[src/rtl/vga_pkg.sv]
// Shared screen geometry, frame-memory widths and pixel-sink state encoding.
package vga_pkg;

    localparam int SCREEN_WIDTH  = 160;
    localparam int SCREEN_HEIGHT = 120;
    localparam int FRAME_PIXELS  = SCREEN_WIDTH * SCREEN_HEIGHT;
    localparam int ADDR_W        = 15;
    localparam int COLOUR_W      = 8;

    typedef enum logic [1:0] {
        ST_IDLE  = 2'd0,
        ST_FLUSH = 2'd1,
        ST_FILL  = 2'd2
    } sink_state_e;

endpackage

[src/rtl/pixel_fifo.sv]
// Small synchronous FIFO holding {address, colour} pixel writes.
module pixel_fifo #(
    parameter int DEPTH = 8,
    parameter int DW    = 23
) (
    input  logic          clk,
    input  logic          reset,
    input  logic          push,
    input  logic [DW-1:0] wdata,
    input  logic          pop,
    output logic [DW-1:0] rdata,
    output logic          full,
    output logic          empty
);

    localparam int PW = (DEPTH > 1) ? $clog2(DEPTH) : 1;
    localparam int CW = $clog2(DEPTH) + 1;

    logic [DW-1:0] mem_q [DEPTH];
    logic [PW-1:0] wr_q, wr_d;
    logic [PW-1:0] rd_q, rd_d;
    logic [CW-1:0] cnt_q, cnt_d;
    logic          do_push, do_pop;

    assign full    = (cnt_q == CW'(DEPTH));
    assign empty   = (cnt_q == '0);
    assign rdata   = mem_q[rd_q];
    assign do_push = push && !full;
    assign do_pop  = pop && !empty;

    always_comb begin
        wr_d  = wr_q;
        rd_d  = rd_q;
        cnt_d = cnt_q;
        if (do_push) begin
            wr_d = (wr_q == PW'(DEPTH - 1)) ? '0 : wr_q + 1'b1;
        end
        if (do_pop) begin
            rd_d = (rd_q == PW'(DEPTH - 1)) ? '0 : rd_q + 1'b1;
        end
        unique case ({do_push, do_pop})
            2'b10:   cnt_d = cnt_q + 1'b1;
            2'b01:   cnt_d = cnt_q - 1'b1;
            default: cnt_d = cnt_q;
        endcase
    end

    always_ff @(posedge clk or posedge reset) begin
        if (reset) begin
            wr_q  <= '0;
            rd_q  <= '0;
            cnt_q <= '0;
        end else begin
            wr_q  <= wr_d;
            rd_q  <= rd_d;
            cnt_q <= cnt_d;
        end
    end

    // Storage needs no reset: contents are only visible through the count.
    always_ff @(posedge clk) begin
        if (do_push) begin
            mem_q[wr_q] <= wdata;
        end
    end

endmodule

[src/rtl/pixel_sink.sv]
// Clips and queues plotted pixels, writes them to frame memory, and can
// flush the queue then fill the whole frame with a background colour.
module pixel_sink
    import vga_pkg::*;
#(
    parameter int          WIDTH     = SCREEN_WIDTH,
    parameter int          HEIGHT    = SCREEN_HEIGHT,
    parameter int          DEPTH     = 8,
    parameter logic [7:0]  BG_COLOUR = 8'h00
) (
    input  logic        clk,
    input  logic        reset,
    input  logic        plot,
    input  logic [7:0]  x,
    input  logic [6:0]  y,
    input  logic [7:0]  colour,
    output logic        ready,
    input  logic        clear,
    output logic        busy,
    output logic        clear_done,
    output logic [15:0] clip_count,
    output logic [14:0] mem_addr,
    output logic [7:0]  mem_data,
    output logic        mem_wren,
    input  logic        mem_busy
);

    localparam int                DW         = ADDR_W + COLOUR_W;
    localparam logic [7:0]        X_LIM      = 8'(WIDTH);
    localparam logic [6:0]        Y_LIM      = 7'(HEIGHT);
    localparam logic [ADDR_W-1:0] FRAME_LAST = ADDR_W'(WIDTH * HEIGHT - 1);

    sink_state_e       state_q, state_d;
    logic [ADDR_W-1:0] fill_q, fill_d;
    logic [ADDR_W-1:0] mem_addr_q, mem_addr_d;
    logic [7:0]        mem_data_q, mem_data_d;
    logic              mem_wren_q, mem_wren_d;
    logic              clear_done_q, clear_done_d;
    logic [15:0]       clip_q, clip_d;

    logic              accept, in_range, push, pop;
    logic              fifo_full, fifo_empty;
    logic [ADDR_W-1:0] pix_addr;
    logic [DW-1:0]     fifo_rdata;

    assign ready    = !fifo_full && (state_q == ST_IDLE);
    assign accept   = plot && ready;
    assign in_range = (x < X_LIM) && (y < Y_LIM);
    assign push     = accept && in_range;
    assign pix_addr = ADDR_W'(y) * ADDR_W'(WIDTH) + ADDR_W'(x);

    pixel_fifo #(
        .DEPTH (DEPTH),
        .DW    (DW)
    ) u_fifo (
        .clk   (clk),
        .reset (reset),
        .push  (push),
        .wdata ({pix_addr, colour}),
        .pop   (pop),
        .rdata (fifo_rdata),
        .full  (fifo_full),
        .empty (fifo_empty)
    );

    always_comb begin
        state_d      = state_q;
        fill_d       = fill_q;
        mem_addr_d   = mem_addr_q;
        mem_data_d   = mem_data_q;
        mem_wren_d   = 1'b0;
        clear_done_d = 1'b0;
        clip_d       = clip_q;
        pop          = 1'b0;

        if (accept && !in_range && clip_q != 16'hFFFF) begin
            clip_d = clip_q + 1'b1;
        end

        unique case (state_q)
            ST_IDLE: begin
                if (clear) state_d = ST_FLUSH;
            end
            ST_FLUSH: begin
                if (fifo_empty) state_d = ST_FILL;
            end
            ST_FILL: begin
                if (!mem_busy) begin
                    mem_addr_d = fill_q;
                    mem_data_d = BG_COLOUR;
                    mem_wren_d = 1'b1;
                    if (fill_q == FRAME_LAST) begin
                        fill_d       = '0;
                        state_d      = ST_IDLE;
                        clear_done_d = 1'b1;
                    end else begin
                        fill_d = fill_q + 1'b1;
                    end
                end
            end
            default: state_d = ST_IDLE;
        endcase

        // Queued pixels drain in IDLE and FLUSH; FILL only starts once empty.
        if (state_q != ST_FILL && !fifo_empty && !mem_busy) begin
            pop        = 1'b1;
            mem_addr_d = fifo_rdata[DW-1:COLOUR_W];
            mem_data_d = fifo_rdata[COLOUR_W-1:0];
            mem_wren_d = 1'b1;
        end
    end

    always_ff @(posedge clk or posedge reset) begin
        if (reset) begin
            state_q      <= ST_IDLE;
            fill_q       <= '0;
            mem_addr_q   <= '0;
            mem_data_q   <= '0;
            mem_wren_q   <= 1'b0;
            clear_done_q <= 1'b0;
            clip_q       <= '0;
        end else begin
            state_q      <= state_d;
            fill_q       <= fill_d;
            mem_addr_q   <= mem_addr_d;
            mem_data_q   <= mem_data_d;
            mem_wren_q   <= mem_wren_d;
            clear_done_q <= clear_done_d;
            clip_q       <= clip_d;
        end
    end

    assign busy       = (state_q != ST_IDLE);
    assign clear_done = clear_done_q;
    assign clip_count = clip_q;
    assign mem_addr   = mem_addr_q;
    assign mem_data   = mem_data_q;
    assign mem_wren   = mem_wren_q;

endmodule

[config.mk]
export PLATFORM = sky130hd
export DESIGN_NAME = pixel_sink
export DESIGN_NICKNAME = d
export VERILOG_FILES = /design/src/rtl/vga_pkg.sv /design/src/rtl/pixel_fifo.sv /design/src/rtl/pixel_sink.sv
export SDC_FILE = /design/constraint.sdc
export NUM_CORES = 1
export LEC_CHECK = 0
export ABC_AREA = 0
export BUFFER_PORTS_ARGS = -buffer_cell sky130_fd_sc_hd__buf_2
export CAP_MARGIN = 20
export CORE_MARGIN = 5
export CORE_UTILIZATION = 30
export CTS_CLUSTER_SIZE = 24
export DETAILED_ROUTE_END_ITERATION = 7
export RECOVER_POWER = 25
export SLEW_MARGIN = 20
export SYNTH_ARGS = -nofsm -noshare
export SYNTH_HDL_FRONTEND = slang
export SYNTH_SLANG_ARGS = --single-unit
[constraint.sdc]
create_clock -name clk -period 3.5 [get_ports clk]
set_input_delay 0.35 -clock clk [delete_from_list [all_inputs] [get_ports clk]]
set_output_delay 0.35 -clock clk [all_outputs]
set_load 0.02 [all_outputs]
==> results of run 1 <==
[metrics by stage]
step | util | cells | worst slack [ns]
after floorplan | - | 653 | 0.343
after global placement | 0.335 | 1175 | 0.498
after detailed placement | 0.335 | 1175 | 0.366
after CTS | 0.360 | 1222 | 0.768
after global routing | 0.360 | 1222 | 0.591
final | 0.360 | 1223 | 0.770
[cells in the final DEF (no fill, tap or decap), drive strengths merged, types with 3 or more instances in the layout]
cell type / synthesis / routed
nand4: 12 / 12
a21o: 4 / 4
xor2: 11 / 11
bufinv: 0 / 4
edfxtp: 184 / 184
a211oi: 3 / 3
nor3: 12 / 12
xnor2: 26 / 26
nand2: 65 / 65
buf: 12 / 75
mux2: 4 / 4
clkinv: 0 / 10
o21ai: 49 / 49
inv: 16 / 17
ha: 22 / 22
mux2i: 25 / 25
or2: 3 / 3
clkbuf: 11 / 46
a21oi: 3 / 3
dfrtp: 68 / 68
fa: 3 / 3
mux4: 46 / 46
nor2b: 3 / 3
nor4: 3 / 3
nand3: 14 / 14
nor2: 26 / 26
nand2b: 3 / 3
nor3b: 5 / 5
[final timing paths]
| kind | from | end | slack [ns] |
|---|---|---|---|
| worst max-delay path | u_fifo.cnt_q[1] | u_fifo.cnt_q[3] | 0.77 |
| worst min-delay path | clear | state_q[0] | 0.12 |
| worst max register to register | u_fifo.cnt_q[1] | u_fifo.cnt_q[3] | 0.77 |
| worst min register to register | mem_addr[4] | mem_addr[4] | 0.47 |
| max in group asynchronous | reset | u_fifo.rd_q[1] | 1.89 |
| min in group asynchronous | reset | mem_addr[7] | 0.46 |
[cells by family (layout without fill, tap and decap cells)]
kind of cell,Yosys count,count (layout)
flip-flops,252,252
adder cells (fa/ha/maj),25,25
buffers and inverters,39,153
XOR/XNOR,37,37
other,0,1
multiplexers,75,75
AND/OR/NAND/NOR,155,155
AO/OA/AOI/OAI,70,70
[worst max-delay path, delay by kind of cell, from the launching register on]
family | cells | cell delay (ns)
adders and majority gates | 2 | 0.51
AOI/OAI and AO/OA | 2 | 0.33
xor gates and xnor gates | 2 | 0.27
buffers and inverters | 2 | 0.29
DFF | 1 | 0.42
and+or+nand+nor | 4 | 0.79
[state kept, by name, indices dropped and copies added (netlist names)]
register,flops
state_q,2
clip_count,16
u_fifo.rd_q,3
mem_data,8
mem_addr,15
u_fifo.cnt_q,4
u_fifo.wr_q,3
fill_q,15
mem_wren,1
clear_done,1
u_fifo.mem_q,184
[synth_stat cells (3+ instances only)]
cell type    n  area (µm²)
ha_1        22         275
buf_1        5        18.8
mux4_2      46        1040
o21ai_0     49         245
edfxtp_1   184        5530
fa_1         3        60.1
xnor2_1     26         228
nand2_1     65         244
xor2_1      11        96.3
dfrtp_1     68        1700
nor3_2       4        40.0
nor2b_1      3        18.8
inv_1       16        60.1
a21oi_1      3        15.0
a211oi_1     3        22.5
nand2b_1     3        18.8
nand4_1     12        75.1
mux2i_1     25         250
mux2_2       3        33.8
buf_2        6        30.0
nand3_1     14        70.1
nor3b_1      4        30.0
nor3_1       8        40.0
nor2_1      25        93.8
clkbuf_1    11        41.3
a21o_1       4        30.0
[where the power goes]
| group | internal (µW) | switching, µW |
|---|---|---|
| combinational | 1060 | 1210 |
| sequential | 3570 | 414 |
| clock | 1700 | 1090 |
| total | 6330 | 2720 |
[routing by layer]
layer | global-route usage | wire length [µm] | share of wire
met1 | 0.141 | 9240 | 0.43
met2 | 0.190 | 10700 | 0.50
met3 | 0.0189 | 974 | 0.046
met4 | 0.0275 | 360 | 0.017
met5 | 0 | 0 | 0
[final cells by class]
type / instances / share of cell area
timing repair buffer: 90 / 0.0385
inverter: 16 / 0.00482
clock inverter: 16 / 0.0146
antenna: 1 / 0.000201
sequential: 252 / 0.580
multi-input combinational: 362 / 0.261
tap: 455 / 0.0457
clock buffer: 31 / 0.0554
==> results.ini, run 1 <==
[run_status]
status=finished with violations
violations=capacitance limit, slew limit

[timing]
worst_pin_slew_ns=1.77
fin_worst_skew_ns=0.00930
max_freq_ghz=0.366
fin_tns_setup_ns=0
final-setup-viol-count=0
maxSlewViolCount=69
fin_crit_sh=0.780
finalHoldViolations=0
rsz0062_at_grt=no
slew_headroom=-0.181
post-route-min-period_ns=2.73
whs_ns=0.120

[cts]
holdBufCountCts=0
cts_resized=0
path_clk_slew_ns=0.06
cts_num_sinks=252
numCtsBuffers=26
root_buffer=clkbuf_16
clockBufferDepth=3
clk_latency_ns=0.52
cts_setup_buffers=0
cts_tree=yes
cts_max_level=1

[logic_synthesis]
synthMuxAreaShare=0.126
synth-simple-area-share=0.0725
yosysWarnings=0
seq_area_frac_synth=0.684
syn_area_um2=10600
synth_area_per_cell_um2=16.2
synth_edf_count=184
synth_seq_cells=252
postSynthCellCount=653
synth_compound_area_frac=0.0398
synth_xor_area_frac=0.0307
synth_top_family_by_area=multiplexers
synth.distinct_cells=51
synthAdderAreaFrac=0.0317
synthFlopType=edfxtp_1
async_reset_ff_frac=0.270
syn_nets=706

[min_path]
hold_depth=3
hold_class=in -> reg

[worst_setup_path]
rr_worst_depth=12
crit_path_start_kind=flop
slowest_stage=nor4_1
crit_arrival_ns=3.13
cp_slowest_stage_delay_ns=0.51
required_ns=3.90
worst-path-max-fanout=13
path_class=reg -> reg
crit_chain=nor4_1 > nor2_1 > nand2_1 > buf_4 > inv_1 > ha_1 > ha_1 > a21o_1 > a21oi_1 > xnor2_1 > nor2_1 > xor2_1
worstSetupEndpointType=flop

[place]
port_buffers=70
dpl-instance-area_um2=11600
dp_hpwl_um=13800
gp_congestion=0.752

[global_route]
grt_pass1_wl_um=33700
grt_max_degree=69
grt-ovfl-total=0
grt_usage=0.109
antenna_found_initial=0
grt_pass1_vias=5880

[routing]
postRouteAntennaNets=0
vias=5691
routedWlPerCell_um=17.4
viasPerCell=4.65
route.detailed.drc=0
firstDrtPassIters=4
drt_iter0_drc=324
routed_wl_um=21300

[die]
top_level_ports=71
die_x_um=198
rows=68
initial_utilization=0.305
dieArea_um2=39100
die_h_um=198
coreArea_um2=34600

[power_and_ir_drop]
power.leakage_uw=0.00448
finalPower_uw=9050
ir_worst_vdd_v=0.000361
p_per_area_nw_per_um2=726

[cells_and_area]
design_area_um2=12500
area_growth_pct=18.0
nNetsFinal=801
nFillCells=3240
regArea_um2=7230
multi_input_comb_area_um2=3250
drive_above_1_share=0.239

[flow_run]
cap_viol_max_count=1

Note: power is estimated with default switching activity, not from simulation.
==> inputs of run 2 (changes only) <==
==> constraint.sdc (replaced) <==
create_clock -name clk -period 2.5 [get_ports clk]
set_input_delay 0.25 -clock clk [delete_from_list [all_inputs] [get_ports clk]]
set_output_delay 0.25 -clock clk [all_outputs]
set_load 0.02 [all_outputs]
==> run 2 against run 1 <==
Net effect:
- the flow now finishes without violations
- cell count grew 3.4%
- sequential power grew 35%
- register-to-register slack lost 0.58 ns
- clock power grew 45%
- largest cell class unchanged
- first-iteration DRC count grew 7.7%
- setup slack lost 0.60 ns
- sequential cell count is the same
- critical path type is now in -> reg
==> results.ini, run 2 (synthesized netlist as in run 1, its figures left out) <==
[run_status]
status=completed

[cells_and_area]
drive_above_1_share=0.271  ; +0.0321
nFillCells=3216  ; -0.74%
layout_common_cells=edfxtp_1 (184), dfrtp_1 (66), nand2_1 (65)
largest_register_ffs=184  ; unchanged
design_area_um2=13000  ; +4.6%
regMostFlops=u_fifo.mem_q
nNetsFinal=842  ; +5.1%
fin_util=0.377  ; +0.0167
regArea_um2=7230  ; unchanged
layout_commonest_cell=edfxtp_1
multi_input_comb_area_um2=3290  ; +1.3%
area_growth_pct=23.5

[power_and_ir_drop]
power_frac_seq=0.412  ; -0.028
finalPower_uw=13000  ; +44%
ir_worst_vdd_v=0.000531  ; +47%
switching_share=0.299  ; -0.00171
internal_power_uw=9150  ; +44%
p_sw_uw=3890  ; +43%
p_clk_frac=0.310  ; about the same
p_comb_frac=0.278  ; +0.027
power.leakage_uw=0.00474  ; +5.9%
p_per_area_nw_per_um2=1000  ; +38%

[flow_run]
cap_viol_max_count=0  ; -1

[cts]
clockBufferDepth=3  ; unchanged
cts_max_level=1  ; unchanged
numCtsBuffers=26  ; unchanged
root_buffer=clkbuf_16
clk_latency_ns=0.52  ; about the same
cts_tree=yes
path_clk_slew_ns=0.06  ; about the same
cts_num_sinks=252  ; unchanged

[timing]
whs_ns=0.0700  ; -0.0501 ns
post-route-min-period_ns=2.33
max_freq_ghz=0.430
slew_headroom=0.131  ; +0.312
fin_ws_ns=0.175  ; -0.595 ns
worst_pin_slew_ns=1.30  ; -0.469 ns
finalHoldViolations=0  ; unchanged
fin_worst_skew_ns=0.00614  ; -0.00315 ns
rsz0062_at_grt=no
fin_crit_sh=0.930
maxSlewViolCount=0  ; -100%
final-setup-viol-count=0  ; unchanged

[place]
dpl-instance-area_um2=12000  ; +3.3%
gp_congestion=0.777  ; +3.4%
dp_hpwl_um=14000  ; +1.6%
port_buffers=70  ; unchanged
dp_slack_ns=-0.437  ; -0.804 ns

[routing]
routed_wl_um=22200  ; +4.4%
vias=5873  ; +3.2%
route.detailed.drc=0  ; unchanged
firstDrtPassIters=4  ; unchanged
viasPerCell=4.64  ; -0.23%
postRouteAntennaNets=0  ; unchanged
drt_iter0_drc=349  ; +7.7%
routedWlPerCell_um=17.6  ; +0.91%

[global_route]
antenna_found_initial=1  ; +1
use_met2=0.194  ; +0.00355
grt_pass1_wl_um=35000  ; +4.1%
grt_pass1_vias=6008  ; +2.2%
grt-ovfl-total=0  ; unchanged
grt_use_met1=0.154  ; +0.0126
met3_usage=0.0194  ; +0.000512
grt_usage=0.114  ; +0.00488
grt_max_degree=49  ; -29%
busiest_layer=met2

[worst_setup_path]
cp_slowest_stage_delay_ns=0.49  ; -0.02 ns
path_class=in -> reg
crit_chain=buf_2 > ha_1 > ha_1 > fa_1 > a211oi_1 > buf_4 > o21a_1 > nand3_1 > xnor2_1
crit_arrival_ns=2.57  ; -0.56 ns
cpMostUsedCell=ha_1
slowest_stage=xnor2_1
r2r-start=u_fifo.cnt_q[1]
r2r_setup_slack_ns=0.19  ; -0.58 ns
r2r-end=u_fifo.cnt_q[3]
crit_path_start_kind=primary input
worst-path-buf-inv=2  ; unchanged
required_ns=2.75  ; -1.15 ns
rr_worst_depth=11  ; -1
crit_family=adder cells
worst-path-max-fanout=8  ; -5
worstSetupEndpointType=flop

[die]
initial_utilization=0.305  ; unchanged
die_x_um=198  ; unchanged
dieArea_um2=39100  ; unchanged
rows=68  ; unchanged
top_level_ports=71  ; unchanged
die_h_um=198  ; unchanged
coreArea_um2=34600  ; unchanged

[min_path]
hold_class=in -> reg
holdPathEnd=state_q[1]
hold_depth=3  ; unchanged
worstHoldStart=mem_busy

-- run 2: per-stage QoR --
step           instances  setup TNS, ns
2_1_floorplan        653          -1.95
6_report            1265              0
3_5_place_dp        1202         -10.37
5_1_grt             1265              0
4_1_cts             1264              0
3_3_place_gp        1202          -7.60
-- run 2: power by group through the flow --
stage / clock network (µW) / logic, µW / registers, µW
2_1_floorplan: 0 / 2230 / 5650
3_3_place_gp: 0 / 3650 / 5440
3_5_place_dp: 0 / 3690 / 5440
4_1_cts: 4140 / 3710 / 5370
5_1_grt: 4340 / 4010 / 5430
6_report: 4040 / 3620 / 5380
-- run 2: layout make-up --
class                      count  area share
clock inverter                12      0.0127
tap                          455      0.0436
clock buffer                  36      0.0575
antenna                        1    0.000192
multi-input combinational    362       0.252
sequential                   252       0.554
inverter                      16     0.00460
timing repair buffer         131      0.0748
-- run 2: routing by layer --
metal,vias up,part of all wire
li1,2768,-
met1,2981,0.45
met2,99,0.49
met3,25,0.045
met4,0,0.014
met5,-,0
-- run 2: worst max-delay path by stage --
stage                    start  slack [ns]                   to  cells past startpoint
floorplan           state_q[0]       -0.05   u_fifo.mem_q[3][0]                      5
global placement          y[1]       -0.29  u_fifo.mem_q[4][22]                      9
detailed placement        y[1]       -0.44  u_fifo.mem_q[7][22]                      9
CTS                       y[1]        0.08  u_fifo.mem_q[5][22]                      9
global route              y[1]       0.008  u_fifo.mem_q[4][21]                      9
finish                    y[1]        0.17  u_fifo.mem_q[6][21]                      9
-- run 2: worst register-to-register path, delay by kind of cell, from the launching register on --
family	cells	cell delay [ns]
buffers and inverters	1	0.07
AOI/OAI and AO/OA	2	0.31
adders and majority gates	2	0.51
DFF	1	0.45
and+or+nand+nor	4	0.59
xor gates and xnor gates	2	0.27
-- run 2: what timing repair did --
action                                 4_1_cts  5_1_grt
setup endpoints to repair                    0        9
hold buffers                                14        0
resized for setup                            0        3
buffers inserted                             0        0
endpoints found under the hold margin      120        0
==> inputs of run 3 (changes only) <==
--- a/config.mk
+++ b/config.mk
@@ -10,9 +10,11 @@
 export CAP_MARGIN = 20
 export CORE_MARGIN = 5
 export CORE_UTILIZATION = 30
+export CTS_CLUSTER_DIAMETER = 150
 export CTS_CLUSTER_SIZE = 24
 export DETAILED_ROUTE_END_ITERATION = 7
 export RECOVER_POWER = 25
+export SETUP_SLACK_MARGIN = 0.4
 export SLEW_MARGIN = 20
 export SYNTH_ARGS = -nofsm -noshare
 export SYNTH_HDL_FRONTEND = slang
==> run 3 against run 2 <==
Net effect:
- core utilization is 0.58 points higher
- hold slack worse by 0.021 ns
- combinational power is 15% higher
- first-iteration DRC count is 38% higher
==> results.ini, run 3 (synthesized netlist as in run 1, its figures left out) <==
[min_path]
worstHoldStart=clear
holdPathEnd=state_q[0]
hold_class=in -> reg
hold_depth=3  ; unchanged

[routing]
drt-met1-wl_um=10500  ; +4.6%
wl_met3_um=1590  ; +58%
routed_wl_um=24300  ; +9.1%
wl_met2_um=11800  ; +8.7%
firstDrtPassIters=4  ; unchanged
postRouteAntennaNets=0  ; unchanged
routedWlPerCell_um=19.3  ; +9.8%
vias=5990  ; +2.0%
viasPerCell=4.77  ; +2.6%
drt_iter0_drc=480  ; +38%
route.detailed.drc=0  ; unchanged
top_layer=met5

[cells_and_area]
largest_register_ffs=184  ; unchanged
layout_common_cells=edfxtp_1 (184), nand2_1 (65), dfrtp_1 (62)
layout_commonest_cell=edfxtp_1
design_area_um2=13200  ; +1.5%
regMostFlops=u_fifo.mem_q
drive_above_1_share=0.315  ; +0.0448
nNetsFinal=847  ; +0.59%
area_growth_pct=25.4
n_antenna_cell=0  ; -1

[die]
die_x_um=198  ; unchanged
initial_utilization=0.305  ; unchanged
rows=68  ; unchanged
coreArea_um2=34600  ; unchanged
dieArea_um2=39100  ; unchanged
die_h_um=198  ; unchanged
top_level_ports=71  ; unchanged

[global_route]
grt-ovfl-total=0  ; unchanged
grt_pass1_wl_um=34900  ; -0.43%
grt_pass1_vias=5864  ; -2.4%
grt_max_degree=69  ; +41%
antenna_found_initial=1  ; unchanged
grt_usage=0.114  ; +0.000158

[cts]
clk_latency_ns=0.49  ; -0.03 ns
cts_max_level=1  ; unchanged
cts_tree=yes
numCtsBuffers=14  ; -46%
clockBufferDepth=3  ; unchanged
path_clk_slew_ns=0.10  ; +0.04 ns
root_buffer=clkbuf_16
cts_num_sinks=252  ; unchanged

[timing]
slew_headroom=0.424  ; +0.294
final-setup-viol-count=0  ; unchanged
whs_ns=0.0488  ; -0.0213 ns
maxSlewViolCount=0  ; unchanged
max_freq_ghz=0.439  ; +2.1%
post-route-min-period_ns=2.28  ; -0.0477 ns
finalHoldViolations=0  ; unchanged
fin_crit_sh=0.911  ; -0.0191
rsz0062_at_grt=yes
fin_ws_ns=0.222  ; +0.0477 ns
fin_worst_skew_ns=0.0270  ; +0.0208 ns
worst_pin_slew_ns=0.857  ; -0.445 ns

[worst_setup_path]
worst-path-max-fanout=3  ; -5
crit_path_start_kind=flop
r2r_setup_slack_ns=0.22  ; +0.03 ns
worstSetupEndpointType=flop
r2r-end=u_fifo.cnt_q[3]
slowest_stage=dfrtp_2
cp_slowest_stage_delay_ns=0.45  ; -0.04 ns
path_class=reg -> reg
r2r-start=u_fifo.cnt_q[2]
rr_worst_depth=12  ; +1
required_ns=2.87  ; +0.12 ns
crit_arrival_ns=2.65  ; +0.08 ns
crit_chain=buf_6 > nor4_4 > nor2_1 > nand2_1 > inv_2 > ha_4 > ha_4 > a21o_1 > a21oi_2 > xnor2_1 > nor2_1 > xor2_1

[power_and_ir_drop]
p_per_area_nw_per_um2=897  ; -10%
power.leakage_uw=0.00474  ; about the same
ir_worst_vdd_v=0.000424  ; -20%

[flow_run]
cap_viol_max_count=0  ; unchanged

[place]
gp_congestion=0.730  ; -6.1%
dp_hpwl_um=13400  ; -4.0%
dpl-instance-area_um2=11900  ; -0.45%
dp_slack_ns=0.135  ; +0.573 ns
port_buffers=70  ; unchanged

[run_status]
status=completed

## run 3: cell type report
cell class	count	area [µm²]
Fill cell	3195	21400
Sequential cell	252	7230
Multi-Input combinational cell	362	3480
Timing Repair Buffer	148	1490
Tap cell	455	569
Clock buffer	22	380
Inverter	16	60.1
Clock inverter	2	32.5
## run 3: through the flow
stage                     instances  total power, µW  setup TNS (ns)  utilization
final                          1257            11900               0        0.383
after global routing           1257            12600               0        0.383
after CTS                      1234            11700               0        0.367
after detailed placement       1184             9130               0        0.345
after global placement         1184             9080               0        0.345
after floorplan                 653             7910           -1.95            -
## run 3: critical path, delay by kind of cell, from the launching register on
family                   cells  cell delay [ns]
XOR/XNOR                     2             0.28
buffers and inverters        2             0.19
AO/OA/AOI/OAI                2             0.32
adder cells (fa/ha/maj)      2             0.37
AND/OR/NAND/NOR              4             0.55
flip-flops                   1             0.45
## run 3: where the power goes
part           switching, µW  internal [µW]  leakage [µW]
Sequential               350           5000       0.00252
Combinational           2180           1960       0.00202
Clock                   1300           1080      0.000196
## run 3: routing by layer
| layer | GRT usage | up-vias |
|---|---|---|
| li1 | - | 2776 |
| met1 | 0.163 | 3061 |
| met2 | 0.188 | 127 |
| met3 | 0.0196 | 24 |
| met4 | 0.0163 | 2 |
| met5 | 0 | - |
## run 3: repair_timing
action                                  4_1_cts  5_1_grt
setup buffers                                21        6
hold endpoints to repair                     68        0
endpoints found under the setup margin      141      224
gates resized for setup                      20       29
cloned                                        4       17
pin swaps                                     8       15
hold buffers                                  1        0
## run 3: how the worst max path moves through the flow
| stage | from | end | slack (ns) |
|---|---|---|---|
| after detailed placement | y[1] | u_fifo.mem_q[5][20] | 0.14 |
| after global placement | y[1] | u_fifo.mem_q[7][20] | 0.17 |
| after CTS | u_fifo.cnt_q[2] | u_fifo.cnt_q[3] | 0.30 |
| after global routing | u_fifo.cnt_q[2] | u_fifo.cnt_q[3] | 0.11 |
| after floorplan | state_q[0] | u_fifo.mem_q[3][0] | -0.05 |
| final | u_fifo.cnt_q[2] | u_fifo.cnt_q[3] | 0.22 |
